[src/rtl/vita49_tsfclk_pkg.sv]
// vita49_tsfclk_pkg: ctrl bit map, state and error encodings shared by the tsfclk blocks
package vita49_tsfclk_pkg;
  localparam int CTRL_EN     = 0;
  localparam int CTRL_RST    = 1;
  localparam int CTRL_LOAD   = 2;
  localparam int CTRL_CH0    = 5;
  localparam int CTRL_CH1    = 6;
  localparam int CTRL_HWS    = 7;
  localparam int CTRL_HWS_OR = 8;
  typedef enum logic [3:0] {
    ST_IDLE   = 4'd0,
    ST_RST    = 4'd1,
    ST_GAP1   = 4'd2,
    ST_LOAD   = 4'd3,
    ST_GAP2   = 4'd4,
    ST_RUN    = 4'd5,
    ST_ARM    = 4'd6,
    ST_LOCKED = 4'd7,
    ST_FAULT  = 4'd8
  } state_t;
  localparam logic [1:0] ERR_NONE    = 2'b00;
  localparam logic [1:0] ERR_TIMEOUT = 2'b01;
  localparam logic [1:0] ERR_CFG     = 2'b10;
  function automatic logic [31:0] run_word(logic [1:0] mask, logic hws, logic sor);
    logic [31:0] w;
    w = '0;
    w[CTRL_EN]     = 1'b1;
    w[CTRL_CH0]    = mask[0];
    w[CTRL_CH1]    = mask[1];
    w[CTRL_HWS]    = hws;
    w[CTRL_HWS_OR] = hws & sor;
    return w;
  endfunction
endpackage

[src/rtl/vita49_tsfclk_seq_if.sv]
// vita49_tsfclk_seq_if: register-block side command, config and status of the sequencer
interface vita49_tsfclk_seq_if #(parameter int CNT_W = 16);
  logic             start;
  logic             abort;
  logic [1:0]       cfg_ch_mask;
  logic             cfg_hw_sync;
  logic             cfg_sync_or;
  logic [31:0]      cfg_timeout;
  logic             busy;
  logic             locked;
  logic [1:0]       err_code;
  logic [3:0]       state;
  logic [CNT_W-1:0] sync_cnt;
  modport master(output start, abort, cfg_ch_mask, cfg_hw_sync, cfg_sync_or, cfg_timeout,
                 input busy, locked, err_code, state, sync_cnt);
  modport slave(input start, abort, cfg_ch_mask, cfg_hw_sync, cfg_sync_or, cfg_timeout,
                output busy, locked, err_code, state, sync_cnt);
endinterface

[src/rtl/vita49_sync_edge.sv]
// vita49_sync_edge: 2-flop synchronizer followed by a one-cycle rising-edge pulse
module vita49_sync_edge (
  input  logic clk,
  input  logic rst,
  input  logic sig,
  output logic pulse
);
  logic [2:0] sh;
  always_ff @(posedge clk)
    if (rst) sh <= '0;
    else sh <= {sh[1:0], sig};
  assign pulse = sh[1] & ~sh[2];
endmodule

[src/rtl/vita49_tsfclk_seq.sv]
// vita49_tsfclk_seq: bring-up sequencer owning the vita49_tsfclk_logic ctrl word
module vita49_tsfclk_seq
  import vita49_tsfclk_pkg::*;
#(
  parameter int PULSE_CYC  = 4,
  parameter int GAP_CYC    = 4,
  parameter int SETTLE_CYC = 16,
  parameter int CNT_W      = 16
) (
  input  logic                axi_clk,
  input  logic                axi_reset,
  vita49_tsfclk_seq_if.slave  bus,
  input  logic                sync0,
  input  logic                sync1,
  output logic [31:0]         ctrl_out
);
  state_t st, st_nx;
  logic [31:0] cnt, limit, tmo, ctrl_nx;
  logic [1:0] mask, seen, seen_nx, pulse, err;
  logic hws, sor, go, done, lock, tout;
  logic [CNT_W-1:0] sync_cnt;
  vita49_sync_edge u_sync0 (.clk(axi_clk), .rst(axi_reset), .sig(sync0), .pulse(pulse[0]));
  vita49_sync_edge u_sync1 (.clk(axi_clk), .rst(axi_reset), .sig(sync1), .pulse(pulse[1]));
  always_comb begin
    go = bus.start & ~bus.abort & (st inside {ST_IDLE, ST_LOCKED, ST_FAULT});
    limit = (st inside {ST_RST, ST_LOAD}) ? 32'(PULSE_CYC - 1) :
            (st inside {ST_GAP1, ST_GAP2}) ? 32'(GAP_CYC - 1) : 32'(SETTLE_CYC - 1);
    done = cnt == limit;
    // the pulse of this cycle counts, so a lock coinciding with the timeout still wins
    seen_nx = seen | (pulse & mask);
    lock = sor ? |seen_nx : seen_nx == mask;
    tout = tmo != '0 && cnt == tmo - 32'd1;
    st_nx = st;
    if (bus.abort) st_nx = ST_IDLE;
    else if (go) st_nx = bus.cfg_ch_mask == 2'b00 ? ST_FAULT : ST_RST;
    else case (st)
      ST_RST:  if (done) st_nx = ST_GAP1;
      ST_GAP1: if (done) st_nx = ST_LOAD;
      ST_LOAD: if (done) st_nx = ST_GAP2;
      ST_GAP2: if (done) st_nx = ST_RUN;
      ST_RUN:  if (done) st_nx = hws ? ST_ARM : ST_LOCKED;
      ST_ARM:  st_nx = lock ? ST_LOCKED : tout ? ST_FAULT : ST_ARM;
      default: st_nx = st;
    endcase
    ctrl_nx = (st_nx == ST_RST) ? 32'd1 << CTRL_RST :
              (st_nx == ST_LOAD) ? 32'd1 << CTRL_LOAD :
              (st_nx == ST_RUN) ? run_word(mask, 1'b0, 1'b0) :
              (st_nx inside {ST_ARM, ST_LOCKED}) ? run_word(mask, hws, sor) : '0;
  end
  always_ff @(posedge axi_clk) begin
    if (axi_reset) begin
      st <= ST_IDLE;
      cnt <= '0;
      ctrl_out <= '0;
      seen <= '0;
      mask <= '0;
      hws <= 1'b0;
      sor <= 1'b0;
      tmo <= '0;
      err <= ERR_NONE;
      sync_cnt <= '0;
    end else begin
      st <= st_nx;
      ctrl_out <= ctrl_nx;
      cnt <= st_nx != st ? '0 : cnt + 32'd1;
      seen <= st == ST_ARM ? seen_nx : 2'b00;
      err <= bus.abort ? ERR_NONE :
             go ? (bus.cfg_ch_mask == 2'b00 ? ERR_CFG : ERR_NONE) :
             (st == ST_ARM && st_nx == ST_FAULT) ? ERR_TIMEOUT : err;
      if (go) begin
        mask <= bus.cfg_ch_mask;
        hws <= bus.cfg_hw_sync;
        sor <= bus.cfg_sync_or;
        tmo <= bus.cfg_timeout;
        sync_cnt <= '0;
      end else if (st == ST_LOCKED && pulse[0] && ~&sync_cnt) sync_cnt <= sync_cnt + 1'b1;
    end
  end
  assign bus.busy = st inside {ST_RST, ST_GAP1, ST_LOAD, ST_GAP2, ST_RUN, ST_ARM};
  assign bus.locked = st == ST_LOCKED;
  assign bus.err_code = err;
  assign bus.state = st;
  assign bus.sync_cnt = sync_cnt;
endmodule

[src/flat_wrapper.sv]
// flat-port wrapper written by rule: the top's interface ports become plain ports
module vita49_tsfclk_seq_flat import vita49_tsfclk_pkg::*;
#(
  parameter int PULSE_CYC  = 4,
  parameter int GAP_CYC    = 4,
  parameter int SETTLE_CYC = 16,
  parameter int CNT_W      = 16
)
  (axi_clk, axi_reset, sync0, sync1, ctrl_out, bus_start, bus_abort, bus_cfg_ch_mask, bus_cfg_hw_sync, bus_cfg_sync_or, bus_cfg_timeout, bus_busy, bus_locked, bus_err_code, bus_state, bus_sync_cnt);
  vita49_tsfclk_seq_if #(.CNT_W(CNT_W)) bus_i ();
  input  logic axi_clk;
  input  logic axi_reset;
  input  logic sync0;
  input  logic sync1;
  output logic [31:0] ctrl_out;
  input wire logic [$bits(bus_i.start)-1:0] bus_start;
  input wire logic [$bits(bus_i.abort)-1:0] bus_abort;
  input wire logic [$bits(bus_i.cfg_ch_mask)-1:0] bus_cfg_ch_mask;
  input wire logic [$bits(bus_i.cfg_hw_sync)-1:0] bus_cfg_hw_sync;
  input wire logic [$bits(bus_i.cfg_sync_or)-1:0] bus_cfg_sync_or;
  input wire logic [$bits(bus_i.cfg_timeout)-1:0] bus_cfg_timeout;
  output wire logic [$bits(bus_i.busy)-1:0] bus_busy;
  output wire logic [$bits(bus_i.locked)-1:0] bus_locked;
  output wire logic [$bits(bus_i.err_code)-1:0] bus_err_code;
  output wire logic [$bits(bus_i.state)-1:0] bus_state;
  output wire logic [$bits(bus_i.sync_cnt)-1:0] bus_sync_cnt;
  assign bus_i.start = bus_start;
  assign bus_i.abort = bus_abort;
  assign bus_i.cfg_ch_mask = bus_cfg_ch_mask;
  assign bus_i.cfg_hw_sync = bus_cfg_hw_sync;
  assign bus_i.cfg_sync_or = bus_cfg_sync_or;
  assign bus_i.cfg_timeout = bus_cfg_timeout;
  assign bus_busy = bus_i.busy;
  assign bus_locked = bus_i.locked;
  assign bus_err_code = bus_i.err_code;
  assign bus_state = bus_i.state;
  assign bus_sync_cnt = bus_i.sync_cnt;
  vita49_tsfclk_seq #(.PULSE_CYC(PULSE_CYC), .GAP_CYC(GAP_CYC), .SETTLE_CYC(SETTLE_CYC), .CNT_W(CNT_W)) u_core (.axi_clk(axi_clk), .axi_reset(axi_reset), .bus(bus_i), .sync0(sync0), .sync1(sync1), .ctrl_out(ctrl_out));
endmodule
[config.mk]
export PLATFORM = sky130hd
export DESIGN_NAME = vita49_tsfclk_seq_flat
export DESIGN_NICKNAME = d
export VERILOG_FILES = /design/src/rtl/vita49_tsfclk_pkg.sv /design/src/rtl/vita49_tsfclk_seq_if.sv /design/src/rtl/vita49_sync_edge.sv /design/src/rtl/vita49_tsfclk_seq.sv /design/src/flat_wrapper.sv
export SDC_FILE = /design/constraint.sdc
export NUM_CORES = 1
export LEC_CHECK = 0
export ABC_CLOCK_PERIOD_IN_PS = 3700
export CORE_UTILIZATION = 56
export CTS_BUF_LIST = sky130_fd_sc_hd__clkbuf_4
export DETAILED_ROUTE_END_ITERATION = 12
export PLACE_DENSITY = 0.91
export SLEW_MARGIN = 10
export SYNTH_ARGS = -nofsm -noshare
export SYNTH_HDL_FRONTEND = slang
export SYNTH_SLANG_ARGS = --single-unit
[constraint.sdc]
create_clock -name axi_clk -period 3.7 [get_ports axi_clk]
set_clock_uncertainty 0.1 [all_clocks]
set_input_delay 0.74 -clock axi_clk [delete_from_list [all_inputs] [get_ports axi_clk]]
set_output_delay 0.74 -clock axi_clk [all_outputs]
set_load 0.05 [all_outputs]
-- After elaboration in Yosys (flattened, before gate mapping)
Cells that the tools add are included.
- output and inout bits: 56
- register bits: 130
- logic and storage cells: 95
- bits of input ports: 42
- bitwise logic cells: 12
- reduce and logical (&&, ||, !) cells: 24
- eq/ne operators: 18
- add/sub/neg operators: 3
- mux-type cells: 22
- operators by type and width (operator ; count):
    $eq A32 B32 Y1 ; 2
    $mux W4 ; 11
    $add A32 B1 Y32 const B ; 1
    $mux W32 ; 1
    $reduce_bool A32 Y1 ; 1
    $sub A32 B1 Y32 const B ; 1
    $eq A4 B3 Y1 const B ; 7
    $pmux W4 S6 ; 1
    $add A16 B1 Y16 const B ; 1
    $reduce_and A16 Y1 ; 1
    $mux W7 ; 2
    $eq A4 B2 Y1 const B ; 3
    $reduce_or A2 Y1 ; 6
    $eq A4 B1 Y1 const B ; 2
    $eq A4 B4 Y1 const B ; 2
    $mux W2 ; 4
    $reduce_bool A2 Y1 ; 4
    $reduce_bool A6 Y1 ; 1
    $and A1 B1 Y1 ; 5
    $not A1 Y1 ; 5
    $reduce_or A5 Y1 ; 1
    $logic_and A1 B1 Y1 ; 4
    $logic_not A4 Y1 ; 1
    $ne A4 B4 Y1 ; 1
    10 further kinds ; 11

-- Logic depth before layout (Yosys ltp)
Gate-level depths: netlist of the first run.
- word-level depth: 16
- mapped depth: 11
- mapped depth without buffers: 11

-- Cells and area by module
From an unflattened synthesis of the first run, not the netlist that was laid out.
- cells, all modules: 777
- area, all modules: 6224.7 sq um
- modules (own cells, without submodules) (module ; seq. area each (sq um) ; cells each ; times used ; area each (sq um)):
    vita49_tsfclk_seq ; 1981.9 ; 763 ; 1 ; 6049.6
    vita49_sync_edge ; 60.1 ; 7 ; 2 ; 87.6

-- Worst setup path after synthesis of the first run
No wires, ideal clock.
- path type: register to register
- start point: reg u_core.st[2] (netlist: u_core.bus.state[2])
- end point: reg u_core.cnt[10]
- arrival: 3.296 ns
- required time: 3.508 ns
- cell stages (with the launch flop): 11
- library setup time: 0.092 ns
- period minus slack after synthesis: 3.488 ns
- buffers on the path: 2
- path slack: 0.212 ns
- cell sequence: dfxtp_1 -> buf_4 -> nor3_1 -> or4b_2 -> a211oi_2 -> a21oi_1 -> nand3b_1 -> a41oi_1 -> mux2_2 -> buf_2 -> nor4_1
- word-level cells in the longest chain between the ends: 11
- elaborated cells on any way between the ends: 26
- those cells by class: eq/ne (10); mux (10); bitwise (1); reduce/logical (5)
- RTL lines (item ; RTL line ; RTL):
    start: declaration ; vita49_tsfclk_seq.sv:17 ; state_t st, st_nx;
    start signal: assignment ; vita49_tsfclk_seq.sv:63 ; st <= st_nx;
    $eq A4 B2 Y1 / $eq A4 B3 Y1 (equally long branches) ; vita49_tsfclk_seq.sv:27, vita49_tsfclk_seq.sv:36 ;
    $reduce_bool A2 Y1 ; vita49_tsfclk_seq.sv:27 ; (st inside {ST_GAP1, ST_GAP2}) ? 32'(GAP_CYC - 1) : 32'(SETTLE_CYC - 1);
    $mux W4 ; vita49_tsfclk_seq.sv:27 ;
    $mux W32 ; vita49_tsfclk_seq.sv:26 ; limit = (st inside {ST_RST, ST_LOAD}) ? 32'(PULSE_CYC - 1) :
    $eq A32 B32 Y1 ; vita49_tsfclk_seq.sv:28 ; done = cnt == limit;
    $mux W4 (on tied branches) ; n/a ;
    $pmux W4 S6 ; vita49_tsfclk_seq.sv:36 ; else case (st)
    $mux W4 ; vita49_tsfclk_seq.sv:35 ; else if (go) st_nx = bus.cfg_ch_mask == 2'b00 ? ST_FAULT : ST_RST;
    $mux W4 ; vita49_tsfclk_seq.sv:34 ; if (bus.abort) st_nx = ST_IDLE;
    $ne A4 B4 Y1 (*) ; vita49_tsfclk_seq.sv:65 ; cnt <= st_nx != st ? '0 : cnt + 32'd1;
    $reduce_or A2 Y1 (no source line) (*) ; n/a ;
    end signal: assignment ; vita49_tsfclk_seq.sv:65 ;
    end: declaration ; vita49_tsfclk_seq.sv:18 ; logic [31:0] cnt, limit, tmo, ctrl_nx;
Every way passes the cells marked *; elsewhere a longest branch is shown, timed or not.
A chain may end at the register's enable or synchronous reset.

-- Final worst setup path of the first run
- start point: reg u_core.st[2] (netlist: u_core.bus.state[2])
- end point: reg u_core.cnt[8]
Same word-level chain as after synthesis.

==> results of run 1 <==
## metal layers
metal | track usage [%] | wire (um) | vias to the layer above
met3 | 5.21 | 1110 | 24
met1 | 39.2 | 6980 | 2646
met4 | 8.63 | 257 | 0
met5 | 0 | 0 | -
li1 | - | - | 2774
met2 | 42.6 | 7060 | 237
## logic make-up after synthesis
kind of cell / Yosys count / share of synthesized area [%]
buffers and inverters: 78 / 7.02
AND/OR/NAND/NOR: 376 / 33.2
multiplexers: 8 / 1.36
other: 1 / 0.0617
flip-flops: 105 / 34.6
adder cells (fa/ha/maj): 3 / 0.618
XOR/XNOR: 77 / 11.1
AO/OA/AOI/OAI: 118 / 12.0
## metrics by stage
stage,hold slack [ns],setup slack [ns],power (W),utilization (%),cells
global route,0.366,0.00933,0.00246,67.4,970
global placement,0.318,0.361,0.00171,65.8,954
floorplan,0.314,0.212,0.00159,-,790
finish,0.356,0.197,0.00236,67.4,970
CTS,0.358,0.185,0.00236,67.3,970
detailed placement,0.326,0.221,0.00172,65.8,954
## worst max-delay path by stage
| stage | start | end | slack [ns] |
|---|---|---|---|
| global placement | u_core.tmo[0]$_SDFFE_PP0P_ | u_core.cnt[3]$_SDFF_PP0_ | 0.36 |
| detailed placement | u_core.tmo[0]$_SDFFE_PP0P_ | u_core.cnt[8]$_SDFF_PP0_ | 0.22 |
| CTS | u_core.tmo[0]$_SDFFE_PP0P_ | u_core.cnt[8]$_SDFF_PP0_ | 0.18 |
| floorplan | u_core.bus.state[2]$_SDFF_PP0_ | u_core.cnt[10]$_SDFF_PP0_ | 0.21 |
| global route | u_core.cnt[0]$_SDFF_PP0_ | u_core.cnt[8]$_SDFF_PP0_ | 0.009 |
| finish | u_core.bus.state[2]$_SDFF_PP0_ | u_core.cnt[8]$_SDFF_PP0_ | 0.20 |
## report_power, final
part | switching (W) | internal, W | total [W]
clock | 0.000372 | 0.000279 | 0.000652
combinational | 0.000309 | 0.000205 | 0.000514
sequential | 0.0000395 | 0.00116 | 0.00120
## synthesized netlist by cell type (3+ instances only)
cell type and number:
a211oi_1 7, a21o_1 3, a21oi_1 52, a31o_2 3, a31oi_1 5, a41oi_1 4
and2_1 10, and3_1 9, and4_1 6, buf_2 4, buf_4 26, buf_6 4
clkbuf_1 34, dfxtp_1 105, ha_1 3, inv_1 8, mux2i_1 6, nand2_1 109
nand2b_1 11, nand3_1 24, nand3b_1 5, nand4_1 16, nand4b_1 3, nor2_1 65
nor2b_1 14, nor3_1 20, nor4_1 36, nor4_2 3, o211ai_1 3, o21a_1 3
o21ai_0 18, o31ai_1 6, or2_2 6, or3_1 9, or4_1 9, xnor2_1 40
xor2_1 37
## layout make-up
class	instances	area share [%]
multi-input combinational	607	52.0
sequential	105	29.9
timing repair buffer	98	13.0
tap	136	2.42
clock inverter	6	1.18
clock buffer	10	1.07
inverter	8	0.428
## state kept, by name (all words and copies together), names as in the netlist
name	cells
u_core.bus.err_code	2
u_core.bus.state	4
u_core.bus.sync_cnt	16
u_core.cnt	32
u_core.ctrl_out	7
u_core.hws	1
u_core.mask	2
u_core.seen	2
u_core.sor	1
u_core.tmo	32
u_core.u_sync0.sh	3
u_core.u_sync1.sh	3
==> results.py, run 1 <==
metrics = {
    "outcome": {
        "outcome": "finished clean",
    },
    "final_layout": {
        "drive_gt1_share_pct": 8.39,
        "n_fill_cell": 874,
        "diodes": 0,
        "fin_nets": 874,
        "design_area_mm2": 0.00702,
        "final_cell_mix": "nand2_1 (109), dfxtp_1 (105), clkdlybuf4s50_1 (71)",
        "multi_input_area_mm2": 0.00365,
        "seq_area_mm2": 0.00210,
        "area.growth.synth_to_final_pct": 15.6,
        "final_common_cell": "nand2_1",
    },
    "critical_path": {
        "r2r_start": "u_core.bus.state[2]$_SDFF_PP0_",
        "crit_required_ns": 3.94,
        "crit_path_end_kind": "flip-flop",
        "r2r_slack_ns": 0.20,
        "arrival_ns": 3.74,
        "cp_cell_sequence": "buf_4, o21a_1, or4b_2, a211oi_2, a21oi_1, nand3b_1, a41oi_1, mux2_2, buf_4, nor4_1",
        "crit_top_cell": "buf_4",
        "cpMaxStageDelayCell": "or4b_2",
        "cp_max_fo": 16,
        "path_depth": 10,
        "critical_path_class": "flip-flop to flip-flop",
        "cpPeakStageDelay_ns": 0.62,
        "crit_family": "simple AND/OR/NAND/NOR gates",
        "crit_path_start_kind": "flip-flop",
        "reg2regPathDepth": 10,
        "worstReg2RegEnd": "u_core.cnt[8]$_SDFF_PP0_",
        "worstPathBufferInverterCount": 2,
    },
    "floorplanning": {
        "die_h_um": 106,
        "die_w_um": 106,
        "initial_utilization_pct": 58.3,
        "core_mm2": 0.0104,
        "ios": 98,
        "num_rows": 37,
        "die_area_mm2": 0.0113,
    },
    "sta": {
        "rsz0062_at_grt": "no",
        "fin_crit_ns": 3.50,
        "hold_violations": 0,
        "setup_tns_ns": 0,
        "finalCritPeriodShare_pct": 94.7,
        "fmax_mhz": 285,
        "finalSetupViolations": 0,
        "max_slew.worst_pin.slew_ns": 0.727,
        "slew_viol_final": 0,
        "slew_headroom_pct": 51.6,
    },
    "synthesis": {
        "synth_cell_type_count": 67,
        "async_flop_share_pct": 0,
        "netlist_area_mm2": 0.00607,
        "synth_area_leaders": "dfxtp_1 (35%), nand2_1 (6.7%), xnor2_1 (5.8%)",
        "synth_warnings": 0,
        "synth_flop_cell": "dfxtp_1",
        "synth-seq-cells": 105,
        "synth_edf_count": 0,
        "synth_cells": 766,
        "yosys.area.top_type": "dfxtp_1",
        "yosysSeqAreaShare_pct": 34.6,
        "synth_top_area_share_pct": 34.6,
        "avgSynthCellArea_um2": 7.93,
    },
    "min_path": {
        "hold_depth": 1,
        "hold_path.startpoint": "u_core.u_sync0.sh[0]$_SDFF_PP0_",
        "hold_end": "u_core.u_sync0.sh[1]$_SDFF_PP0_",
        "min_path_type": "flip-flop to flip-flop",
    },
    "detailed_routing": {
        "drc": 0,
        "routed_wl_um": 15400,
        "vias_per_cell": 5.86,
        "detail-route-antenna-nets": 0,
        "wl_per_cell_um": 15.9,
        "drt-initial-drc-count": 512,
        "first_pass_iters": 6,
        "vias": 5681,
    },
    "cts": {
        "cts_max_level": 3,
        "cts_buffers": 9,
        "ctsHoldBuffers": 0,
        "cts_buffer_depth": 2,
        "cts_tree": "done",
        "clock-sinks": 105,
        "post-cts-setup-buffer-count": 0,
        "root_buffer": "clkbuf_4",
        "path_clk_slew_ns": 0.15,
        "cts_resized": 0,
        "clock_latency_ns": 0.45,
    },
    "run": {
        "maxCapViolCount": 0,
    },
    "placement": {
        "gp_congestion": 0.899,
        "hpwl_um": 11400,
        "port_buffers": 72,
        "placed_area_mm2": 0.00685,
    },
    "global_route": {
        "grt_pass1_wl_um": 25100,
        "grt_use_total_pct": 27.7,
        "grt.overflow.total": 0,
        "antenna_found_initial": 0,
        "grt_pass1_vias": 5081,
        "grt_max_degree": 38,
    },
    "pwr": {
        "power.density_mw_per_mm2": 336,
        "vdd_ir_drop_max_mv": 0.262,
        "leakage_nw": 2.51,
    },
}
No activity file was read; power rests on OpenSTA's default activity.
==> run 2, diff against run 1 <==
--- a/config.mk
+++ b/config.mk
@@ -6,10 +6,11 @@
 export NUM_CORES = 1
 export LEC_CHECK = 0
 export ABC_CLOCK_PERIOD_IN_PS = 3700
-export CORE_UTILIZATION = 56
+export CORE_UTILIZATION = 65
 export CTS_BUF_LIST = sky130_fd_sc_hd__clkbuf_4
 export DETAILED_ROUTE_END_ITERATION = 12
-export PLACE_DENSITY = 0.91
+export DONT_BUFFER_PORTS = 1
+export PLACE_DENSITY = 0.89
 export SLEW_MARGIN = 10
 export SYNTH_ARGS = -nofsm -noshare
 export SYNTH_HDL_FRONTEND = slang
==> results.py, run 2 (same netlist as run 1, synthesis figures left out) <==
metrics = {
    "sta": {
        "slew_viol_final": 0,
        "hold_ws_ns": 0.173,
        "finalSetupViolations": 0,
        "fin_crit_ns": 3.48,
        "hold_violations": 0,
        "rsz0062_at_grt": "no",
        "fmax_mhz": 287,
        "max_slew.worst_pin.slew_ns": 0.720,
        "finalCritPeriodShare_pct": 94.0,
        "slew_headroom_pct": 52.0,
        "setup_tns_ns": 0,
    },
    "detailed_routing": {
        "wl_per_cell_um": 17.0,
        "vias_per_cell": 6.38,
        "drt-initial-drc-count": 426,
        "routed_wl_um": 14800,
        "first_pass_iters": 5,
        "vias": 5561,
        "drc": 0,
        "detail-route-antenna-nets": 0,
    },
    "floorplanning": {
        "die_area_mm2": 0.00974,
        "ios": 98,
        "die_h_um": 98.7,
        "core_mm2": 0.00889,
        "die_w_um": 98.7,
        "initial_utilization_pct": 68.3,
        "num_rows": 34,
    },
    "final_layout": {
        "final_common_cell": "nand2_1",
        "drive_gt1_share_pct": 9.17,
        "top_regs": "u_core.cnt x32, u_core.tmo x32, u_core.bus.sync_cnt x16",
        "seq_area_mm2": 0.00210,
        "area.growth.synth_to_final_pct": 3.30,
        "design_area_mm2": 0.00627,
        "n_fill_cell": 738,
        "multi_input_area_mm2": 0.00365,
        "fin_nets": 803,
        "diodes": 0,
        "final_cell_mix": "nand2_1 (109), dfxtp_1 (105), nor2_1 (64)",
        "layout.cells.non_filler": 871,
    },
    "cts": {
        "clock_latency_ns": 0.50,
        "clock-sinks": 105,
        "cts_buffer_depth": 2,
        "ctsHoldBuffers": 0,
        "root_buffer": "clkbuf_4",
        "path_clk_slew_ns": 0.19,
        "cts_max_level": 3,
        "cts_tree": "done",
        "cts_buffers": 9,
    },
    "critical_path": {
        "critical_path_class": "flip-flop to flip-flop",
        "arrival_ns": 3.75,
        "crit_required_ns": 3.98,
        "crit_path_end_kind": "flip-flop",
        "cp_max_fo": 9,
        "crit_path_start_kind": "flip-flop",
    },
    "min_path": {
        "min_path_type": "primary input to flip-flop",
    },
    "run": {
        "maxCapViolCount": 0,
    },
    "placement": {
        "hpwl_um": 10900,
        "placed_area_mm2": 0.00609,
        "port_buffers": 0,
        "gp_congestion": 0.983,
        "dp_cells": 852,
    },
    "global_route": {
        "antenna_found_initial": 0,
        "grt_pass1_wl_um": 24700,
        "grt_use_total_pct": 31.6,
        "grt_max_degree": 56,
        "grt.overflow.total": 0,
        "grt_pass1_vias": 5190,
    },
    "pwr": {
        "vdd_ir_drop_max_mv": 0.194,
        "leakage_nw": 2.25,
        "power.density_mw_per_mm2": 358,
    },
    "outcome": {
        "outcome": "finished clean",
    },
}
[run 2: cell types whose count changed in the layout (fill, tap and decap cells not counted), moves of 2 or more]
cell and change:
clkinv_2 -2, bufinv_16 -2, inv_6 +2, clkdlybuf4s50_1 -71, inv_8 +2, clkinv_8 +2
[run 2: final cells by class]
type / count / share of cell area [%]
inverters: 8 / 0.479
flip-flops and latches: 105 / 33.5
clock buffers: 9 / 1.08
well taps: 108 / 2.15
clock inverters: 7 / 1.30
multi-input cells: 607 / 58.2
repair buffers: 27 / 3.29
[run 2: repair_timing]
action | 4_1_cts | 5_1_grt
resized for setup | 0 | 4
endpoints found under the hold margin | 0 | 0
setup endpoints to repair | 0 | 32
buffers inserted | 0 | 3
[run 2: metal layers]
metal  track usage, %  share of wire [%]  routed length [um]  vias to the layer above
li1                 -                  -                   -                     2635
met1             39.8                 43                6340                     2639
met2             52.7                 48                7090                      245
met3             6.38                6.6                 972                       42
met4             14.1                3.0                 438                        0
met5                0                  0                   0                        -
[run 2: critical path: stages (launching register included)]
cell	delay [ns]
dfxtp_1	0.45
nor4_2	0.58
nand3_2	0.31
or4_1	0.60
a41oi_1	0.24
a41oi_1	0.10
nor4_2	0.47
a21o_1	0.27
and2b_1	0.20
nor4_1	0.05
[run 2: through the flow]
step,total power [W],utilization [%],setup WS [ns]
floorplan,0.00159,-,0.212
global placement,0.00162,68.4,0.213
detailed placement,0.00164,68.4,0.166
CTS,0.00223,70.1,0.141
global route,0.00234,70.6,0.0228
finish,0.00224,70.6,0.221
[run 2: report_power, final]
part	total [W]	switching, W	internal [W]
logic	0.000434	0.000279	0.000155
registers	0.00120	0.0000441	0.00116
clock network	0.000607	0.000442	0.000165
[run 2: path summary, 6_finish.rpt]
check,cells after the start,from,slack [ns],to
worst max-delay path,9,u_core.tmo[8]$_SDFFE_PP0P_,0.22,u_core.ctrl_out[0]$_SDFF_PP0_
worst min-delay path,1,axi_reset,0.17,u_core.tmo[26]$_SDFFE_PP0P_
worst max register to register,9,u_core.tmo[8]$_SDFFE_PP0P_,0.22,u_core.ctrl_out[0]$_SDFF_PP0_
worst min register to register,1,u_core.u_sync1.sh[0]$_SDFF_PP0_,0.36,u_core.u_sync1.sh[1]$_SDFF_PP0_
